`src/rtl/md_sequencer.sv`:
```
`default_nettype none
// ============================================================================
//  Module      : md_sequencer
//  Description : Multiply/divide sequencer owning the architectural HI/LO
//                registers. Multiplies complete after MUL_CYCLES busy cycles,
//                divides run a 32-step restoring divider plus one sign-fixup
//                cycle (33 busy cycles total). MTHI/MTLO write in one edge.
//  Revision    : 1.0 - initial release
// ============================================================================
module md_sequencer #(
    parameter int MUL_CYCLES = 5
) (
    input  logic        clk,
    input  logic        rst,
    input  logic        start,
    input  logic [2:0]  op,
    input  logic        cancel,
    input  logic [31:0] src_a,
    input  logic [31:0] src_b,
    output logic        busy,
    output logic        stall,
    output logic        done,
    output logic [31:0] hi,
    output logic [31:0] lo
);

    localparam logic [1:0] c_S_IDLE = 2'd0;
    localparam logic [1:0] c_S_MUL  = 2'd1;
    localparam logic [1:0] c_S_DIV  = 2'd2;
    localparam logic [1:0] c_S_FIX  = 2'd3;

    localparam logic [2:0] c_OP_MULT  = 3'd0;
    localparam logic [2:0] c_OP_MULTU = 3'd1;
    localparam logic [2:0] c_OP_DIV   = 3'd2;
    localparam logic [2:0] c_OP_DIVU  = 3'd3;
    localparam logic [2:0] c_OP_MTHI  = 3'd4;
    localparam logic [2:0] c_OP_MTLO  = 3'd5;

    localparam logic [5:0] c_MUL_LOAD = 6'(MUL_CYCLES - 1);
    localparam logic [5:0] c_DIV_LOAD = 6'd32;

    logic [1:0]  r_state;
    logic [1:0]  w_state_nxt;
    logic [5:0]  r_cnt;
    logic [63:0] r_prod;
    logic [31:0] r_quo;
    logic [32:0] r_rem;
    logic [32:0] r_dvsr;
    logic        r_neg_q;
    logic        r_neg_r;
    logic        r_dz;
    logic        r_done;
    logic [31:0] r_hi;
    logic [31:0] r_lo;

    // Issue qualification and operation decode
    logic        w_issue;
    logic        w_is_mul;
    logic        w_is_div;
    logic        w_signed;

    assign w_issue  = (r_state == c_S_IDLE) && start && !cancel;
    assign w_is_mul = (op == c_OP_MULT) || (op == c_OP_MULTU);
    assign w_is_div = (op == c_OP_DIV)  || (op == c_OP_DIVU);
    assign w_signed = (op == c_OP_MULT) || (op == c_OP_DIV);

    // Multiply: extend to 64 bits (sign or zero) so a truncated 64-bit
    // product is correct for both signed and unsigned forms.
    logic [63:0] w_ext_a;
    logic [63:0] w_ext_b;
    logic [63:0] w_prod;

    assign w_ext_a = {{32{w_signed & src_a[31]}}, src_a};
    assign w_ext_b = {{32{w_signed & src_b[31]}}, src_b};
    assign w_prod  = w_ext_a * w_ext_b;

    // Divide operand magnitudes; |0x80000000| is 0x80000000 as unsigned.
    logic        w_neg_a;
    logic        w_neg_b;
    logic [31:0] w_mag_a;
    logic [32:0] w_mag_b;

    assign w_neg_a = w_signed & src_a[31];
    assign w_neg_b = w_signed & src_b[31];
    assign w_mag_a = w_neg_a ? (32'd0 - src_a) : src_a;
    assign w_mag_b = {1'b0, (w_neg_b ? (32'd0 - src_b) : src_b)};

    // One restoring step: shift remainder:quotient, trial-subtract divisor.
    logic [33:0] w_sh;
    logic        w_ge;
    logic [32:0] w_rem_nxt;
    logic [31:0] w_quo_nxt;

    assign w_sh      = {r_rem, r_quo[31]};
    assign w_ge      = (w_sh >= {1'b0, r_dvsr});
    assign w_rem_nxt = w_ge ? 33'(w_sh - {1'b0, r_dvsr}) : w_sh[32:0];
    assign w_quo_nxt = {r_quo[30:0], w_ge};

    // Sign fixup applied in the final divide cycle
    logic [31:0] w_q_fix;
    logic [31:0] w_r_fix;

    assign w_q_fix = r_neg_q ? (32'd0 - r_quo) : r_quo;
    assign w_r_fix = r_neg_r ? (32'd0 - r_rem[31:0]) : r_rem[31:0];

    // State register
    always_ff @(posedge clk or negedge rst) begin
        if (!rst) begin
            r_state <= c_S_IDLE;
        end else begin
            r_state <= w_state_nxt;
        end
    end

    // Next-state selection
    always_comb begin
        w_state_nxt = r_state;
        case (r_state)
            c_S_IDLE: begin
                if (w_issue && w_is_mul) begin
                    w_state_nxt = c_S_MUL;
                end else if (w_issue && w_is_div) begin
                    w_state_nxt = c_S_DIV;
                end
            end
            c_S_MUL: begin
                if (r_cnt == 6'd0) begin
                    w_state_nxt = c_S_IDLE;
                end
            end
            c_S_DIV: begin
                if (r_cnt == 6'd1) begin
                    w_state_nxt = c_S_FIX;
                end
            end
            c_S_FIX: begin
                w_state_nxt = c_S_IDLE;
            end
            default: begin
                w_state_nxt = c_S_IDLE;
            end
        endcase
    end

    // Datapath: operand capture, counter, divider steps and HI/LO commit
    always_ff @(posedge clk or negedge rst) begin
        if (!rst) begin
            r_cnt   <= 6'd0;
            r_prod  <= 64'd0;
            r_quo   <= 32'd0;
            r_rem   <= 33'd0;
            r_dvsr  <= 33'd0;
            r_neg_q <= 1'b0;
            r_neg_r <= 1'b0;
            r_dz    <= 1'b0;
            r_done  <= 1'b0;
            r_hi    <= 32'd0;
            r_lo    <= 32'd0;
        end else begin
            r_done <= 1'b0;
            case (r_state)
                c_S_IDLE: begin
                    if (w_issue) begin
                        if (w_is_mul) begin
                            r_prod <= w_prod;
                            r_cnt  <= c_MUL_LOAD;
                        end else if (w_is_div) begin
                            r_quo   <= w_mag_a;
                            r_dvsr  <= w_mag_b;
                            r_rem   <= 33'd0;
                            r_neg_q <= w_neg_a ^ w_neg_b;
                            r_neg_r <= w_neg_a;
                            r_dz    <= (src_b == 32'd0);
                            r_cnt   <= c_DIV_LOAD;
                        end else if (op == c_OP_MTHI) begin
                            r_hi <= src_a;
                        end else if (op == c_OP_MTLO) begin
                            r_lo <= src_a;
                        end
                    end
                end
                c_S_MUL: begin
                    if (r_cnt == 6'd0) begin
                        r_hi   <= r_prod[63:32];
                        r_lo   <= r_prod[31:0];
                        r_done <= 1'b1;
                    end else begin
                        r_cnt <= r_cnt - 6'd1;
                    end
                end
                c_S_DIV: begin
                    r_rem <= w_rem_nxt;
                    r_quo <= w_quo_nxt;
                    r_cnt <= r_cnt - 6'd1;
                end
                c_S_FIX: begin
                    // A zero divisor still burns the full window but leaves HI/LO alone
                    if (!r_dz) begin
                        r_lo <= w_q_fix;
                        r_hi <= w_r_fix;
                    end
                    r_done <= 1'b1;
                end
                default: begin
                    r_done <= 1'b0;
                end
            endcase
        end
    end

    assign busy  = (r_state != c_S_IDLE);
    assign stall = busy || (start && w_is_mul) || (start && w_is_div);
    assign done  = r_done;
    assign hi    = r_hi;
    assign lo    = r_lo;

endmodule
`default_nettype wire

```
`config.mk`:
```
export PLATFORM = sky130hd
export DESIGN_NAME = md_sequencer
export DESIGN_NICKNAME = d
export VERILOG_FILES = /design/src/rtl/md_sequencer.sv
export SDC_FILE = /design/constraint.sdc
export NUM_CORES = 2
export LEC_CHECK = 0
export ABC_AREA = 1
export CORE_AREA = 8 8 351 285
export CTS_CLUSTER_SIZE = 10
export DETAILED_ROUTE_END_ITERATION = 10
export DIE_AREA = 0 0 359 293
export GPL_TIMING_DRIVEN = 0
export PLACE_DENSITY = 0.84
export SLEW_MARGIN = 30
export SYNTH_ARGS = -nofsm -noshare
export SYNTH_HDL_FRONTEND = slang
export SYNTH_SLANG_ARGS = --single-unit
```
`constraint.sdc`:
```
create_clock -name clk -period 3.05 [get_ports clk]
set_clock_uncertainty 0.15 [all_clocks]
set_input_delay 0.61 -clock clk [delete_from_list [all_inputs] [get_ports clk]]
set_output_delay 0.61 -clock clk [all_outputs]
set_load 0.005 [all_outputs]
```
==> out/summary.log <==
qor: status.result_of_the_run finished with violations
qor: status.violated_checks negative setup slack
qor: drt.route.detailed.drc 0
qor: floorplan.floorplan.die_area 105,200 um^2
qor: drt.drtAntennaViolNets 0
qor: sta.finalHoldViolCount 0
qor: floorplan.coreArea 94,150 um^2
qor: critical_path.crit_family adder cells
qor: drt.drt_pass1_iterations 9
qor: critical_path.worst-r2r-setup-slack -0.18 ns
qor: critical_path.cp_data_required_time 3.37 ns
qor: grt.grt_pass1_wl 364,600 um
qor: synthesis.synth_cell_types 53
qor: floorplan.rows 101
qor: drt.drt-wirelength-per-cell 28.31 um
qor: grt.antenna_found_initial 20
qor: sta.fmax 0.1309 GHz
qor: drt.avgViaCountPerCell 6.154
qor: critical_path.cp.arrival 7.97 ns
qor: synthesis.syn_nets 8,912
qor: synthesis.synth_cells 7,460
qor: critical_path.crit_path_buffers_inverters 12
qor: synthesis.synth-main-ff-cell sky130_fd_sc_hd__dfrtp_1
qor: sta.grt_setup_unrepaired yes
qor: grt.grt_remaining_overflow 0
qor: clock_tree.cts_buffer_depth 3
qor: grt.grt_start_max_net_pins 77
qor: synthesis.synth.ff_latch_count 237
qor: critical_path.slowest_stage sky130_fd_sc_hd__fa_2
qor: placement.gpl_wtd_cong 1.124
qor: floorplan.height_of_the_die 293 um
qor: grt.total_global_route_track_usage 47.30%
qor: synthesis.number_of_synthesized_flops_with_an_enable_pin 0
qor: critical_path.r2r-end r_prod[17]$_DFFE_PN0P_
qor: critical_path.path_max_fanout 7
qor: synthesis.ys_warn_count 0
qor: sta.total_setup_violations_reported_at_the_end_of_the_flow 59
qor: critical_path.worst_setup_endpoint r_prod[57]$_DFFE_PN0P_
qor: critical_path.rr_startpoint r_state[0]$_DFFE_PN0P_
qor: floorplan.start_util 59.57%
qor: flow_run.maximum_capacitance_violations 0
qor: synthesis.synth_async_sr_flop_share 100.0%
qor: floorplan.floorplan.die.width 359 um
qor: clock_tree.cts-root-buf sky130_fd_sc_hd__clkbuf_16
qor: cells_and_area.final_cell_mix sky130_fd_sc_hd__nand2_1, sky130_fd_sc_hd__inv_1, sky130_fd_sc_hd__fa_1
qor: clock_tree.latest_clock_arrival_within_the_worst_skew_pair 0.59 ns
qor: clock_tree.numClockSinks 237
qor: critical_path.start_kind input port
qor: synthesis.register_area_share_after_synthesis 10.58%
qor: placement.place.detailed.instances 8,780
qor: critical_path.worstSetupPathDepth 33
qor: synthesis.synth_area_per_cell 7.517 um^2
qor: clock_tree.clkSlewWorstSetupHoldPaths 0.06 ns
qor: sta.max_slew.worst_pin.slew 0.9906 ns
qor: critical_path.worst_setup_ep_type flop
qor: sta.final-max-slew-violation-count 0
qor: clock_tree.numCtsBuffers 27
qor: sta.worst_slack -4.592 ns
qor: cells_and_area.finalNetCount 9,252
qor: sta.final_min_period_over_clock_period 250.6%
qor: cells_and_area.most_common_cell_after_layout_fill_and_taps_aside sky130_fd_sc_hd__nand2_1
qor: hold_path.worst_hold_path_type input port to flop
qor: placement.dp.final_hpwl 205,900 um
qor: critical_path.slowest_delay 0.73 ns
qor: clock_tree.htree_num_levels 1
qor: cells_and_area.fin_cells 9,056
qor: drt.totalWireLength 256,300 um
qor: critical_path.timing.reg2reg.worst_path_depth 9
qor: cells_and_area.finish.utilization 72.99%
qor: cells_and_area.share_of_layout_cells_above_drive_strength_1 17.63%
qor: sta.max_slew_margin 33.67%
qor: synthesis.summed_instance_area_of_the_synthesized_netlist 56,080 um^2
qor: critical_path.critPathLaunch op[2]
qor: critical_path.crit_type input port to flop
qor: floorplan.pin_count 138
qor: cells_and_area.area.growth.synth_to_final 22.54%
qor: critical_path.critPathMostFrequentCell sky130_fd_sc_hd__fa_2
qor: placement.placement.io_buffers 81
qor: clock_tree.cts_tree built
qor: drt.dr_total_vias 55.73k
qor: sta.min_period 7.642 ns
qor: grt.first_global_vias 54.87k
qor: drt.drc_marker_count_from_the_first_detailed_route_iteration 8,533
sequential cells by signal (all words and copies together), names as in the netlist, 2 cells and up:
register / cells
r_rem: 33
lo: 32
hi: 32
r_prod: 64
r_dvsr: 32
r_quo: 32
r_cnt: 6
r_state: 2
how the worst min path moves through the flow:
stage / slack [ns] / from / to / cells after the start
finish: 0.24 / src_b[0] / r_prod[0]$_DFFE_PN0P_ / 3
global route: 0.24 / src_b[0] / r_prod[0]$_DFFE_PN0P_ / 3
CTS: 0.22 / src_b[0] / r_prod[0]$_DFFE_PN0P_ / 3
detailed placement: 0.32 / r_quo[11]$_DFFE_PN0P_ / r_quo[11]$_DFFE_PN0P_ / 2
global placement: 0.31 / r_prod[4]$_DFFE_PN0P_ / r_prod[4]$_DFFE_PN0P_ / 2
floorplan: 0.16 / rst / done$_DFF_PN0_ / 0
through the flow:
| stage | hold slack (ns) | setup TNS, ns | instance area (um^2) | setup WS, ns |
|---|---|---|---|---|
| floorplan | 0.1644 | -201.92 | 58800 | -4.130 |
| global placement | 0.3128 | -2447.53 | 61150 | -8.872 |
| detailed placement | 0.3157 | -358.45 | 61250 | -7.093 |
| CTS | 0.2226 | -218.01 | 66410 | -4.495 |
| global route | 0.2437 | -223.68 | 68690 | -4.650 |
| finish | 0.2449 | -219.45 | 68720 | -4.592 |
kinds of logic after synthesis:
logic type | share of synthesized area, %
AND/OR/NAND/NOR | 21.24
AO/OA/AOI/OAI | 6.149
XOR/XNOR | 1.124
flip-flops | 10.58
adder cells (fa/ha/maj) | 45.88
buffers and inverters | 15.02
per-layer routing:
metal | GRT usage [%] | part of all wire (%) | up-vias
met5 | 3.052 | 0.26 | -
met4 | 24.67 | 6.9 | 24
met3 | 25.04 | 19 | 1119
met2 | 62.56 | 38 | 4878
met1 | 62.01 | 36 | 27107
li1 | - | - | 22600
cells in the mapped netlist, types with 9 or more instances:
cell | n | area share (%)
sky130_fd_sc_hd__fa_1 | 1126 | 40
sky130_fd_sc_hd__xnor2_1 | 37 | 0.58
sky130_fd_sc_hd__buf_1 | 50 | 0.33
sky130_fd_sc_hd__inv_1 | 1849 | 12
sky130_fd_sc_hd__o21bai_1 | 14 | 0.19
sky130_fd_sc_hd__inv_2 | 13 | 0.087
sky130_fd_sc_hd__o21ai_0 | 245 | 2.2
sky130_fd_sc_hd__nand3_1 | 353 | 3.2
sky130_fd_sc_hd__nor2_1 | 477 | 3.2
sky130_fd_sc_hd__o211ai_1 | 17 | 0.23
sky130_fd_sc_hd__a211oi_1 | 11 | 0.15
sky130_fd_sc_hd__buf_2 | 28 | 0.25
sky130_fd_sc_hd__or2_2 | 16 | 0.18
sky130_fd_sc_hd__nand3b_1 | 17 | 0.23
sky130_fd_sc_hd__ha_1 | 255 | 5.7
sky130_fd_sc_hd__xor2_1 | 35 | 0.55
sky130_fd_sc_hd__nor4_1 | 11 | 0.12
sky130_fd_sc_hd__a41oi_1 | 9 | 0.14
sky130_fd_sc_hd__nor3_1 | 33 | 0.29
sky130_fd_sc_hd__a21oi_1 | 230 | 2.1
sky130_fd_sc_hd__a31oi_1 | 42 | 0.47
sky130_fd_sc_hd__nand4_1 | 61 | 0.68
sky130_fd_sc_hd__dfrtp_1 | 237 | 11
sky130_fd_sc_hd__o21ai_1 | 9 | 0.080
sky130_fd_sc_hd__clkbuf_1 | 264 | 1.8
sky130_fd_sc_hd__nand2_1 | 1935 | 13
area by class of cell:
cell class                 count  area (um^2)
multi-input combinational   5004        46030
fill                        7065        25430
inverter                    1865         7067
sequential                   237         5931
buffer                       349         4200
timing repair buffer         316         3192
tap                         1236         1546
clock buffer                  29        693.2
antenna                       19        47.55
clock inverter                 1        8.758
what timing repair did:
| action | 4_1_cts | 5_1_grt |
|---|---|---|
| hold buffers | 1 | 0 |
| setup endpoints to repair | 108 | 128 |
| pin swaps | 239 | 265 |
| setup buffers | 142 | 90 |
| endpoints found under the hold margin | 49 | 0 |
| resized for setup | 798 | 454 |
| cloned | 3 | 1 |
worst min-delay path: cells and delay by family:
family	cells	cell delay [ns]
compound gates	1	0.07
buf+inv	1	0.15
simple gates	1	0.08
Power is not shown: default switching activity piles up to over one toggle a cycle in this logic, so the estimate is an artifact.
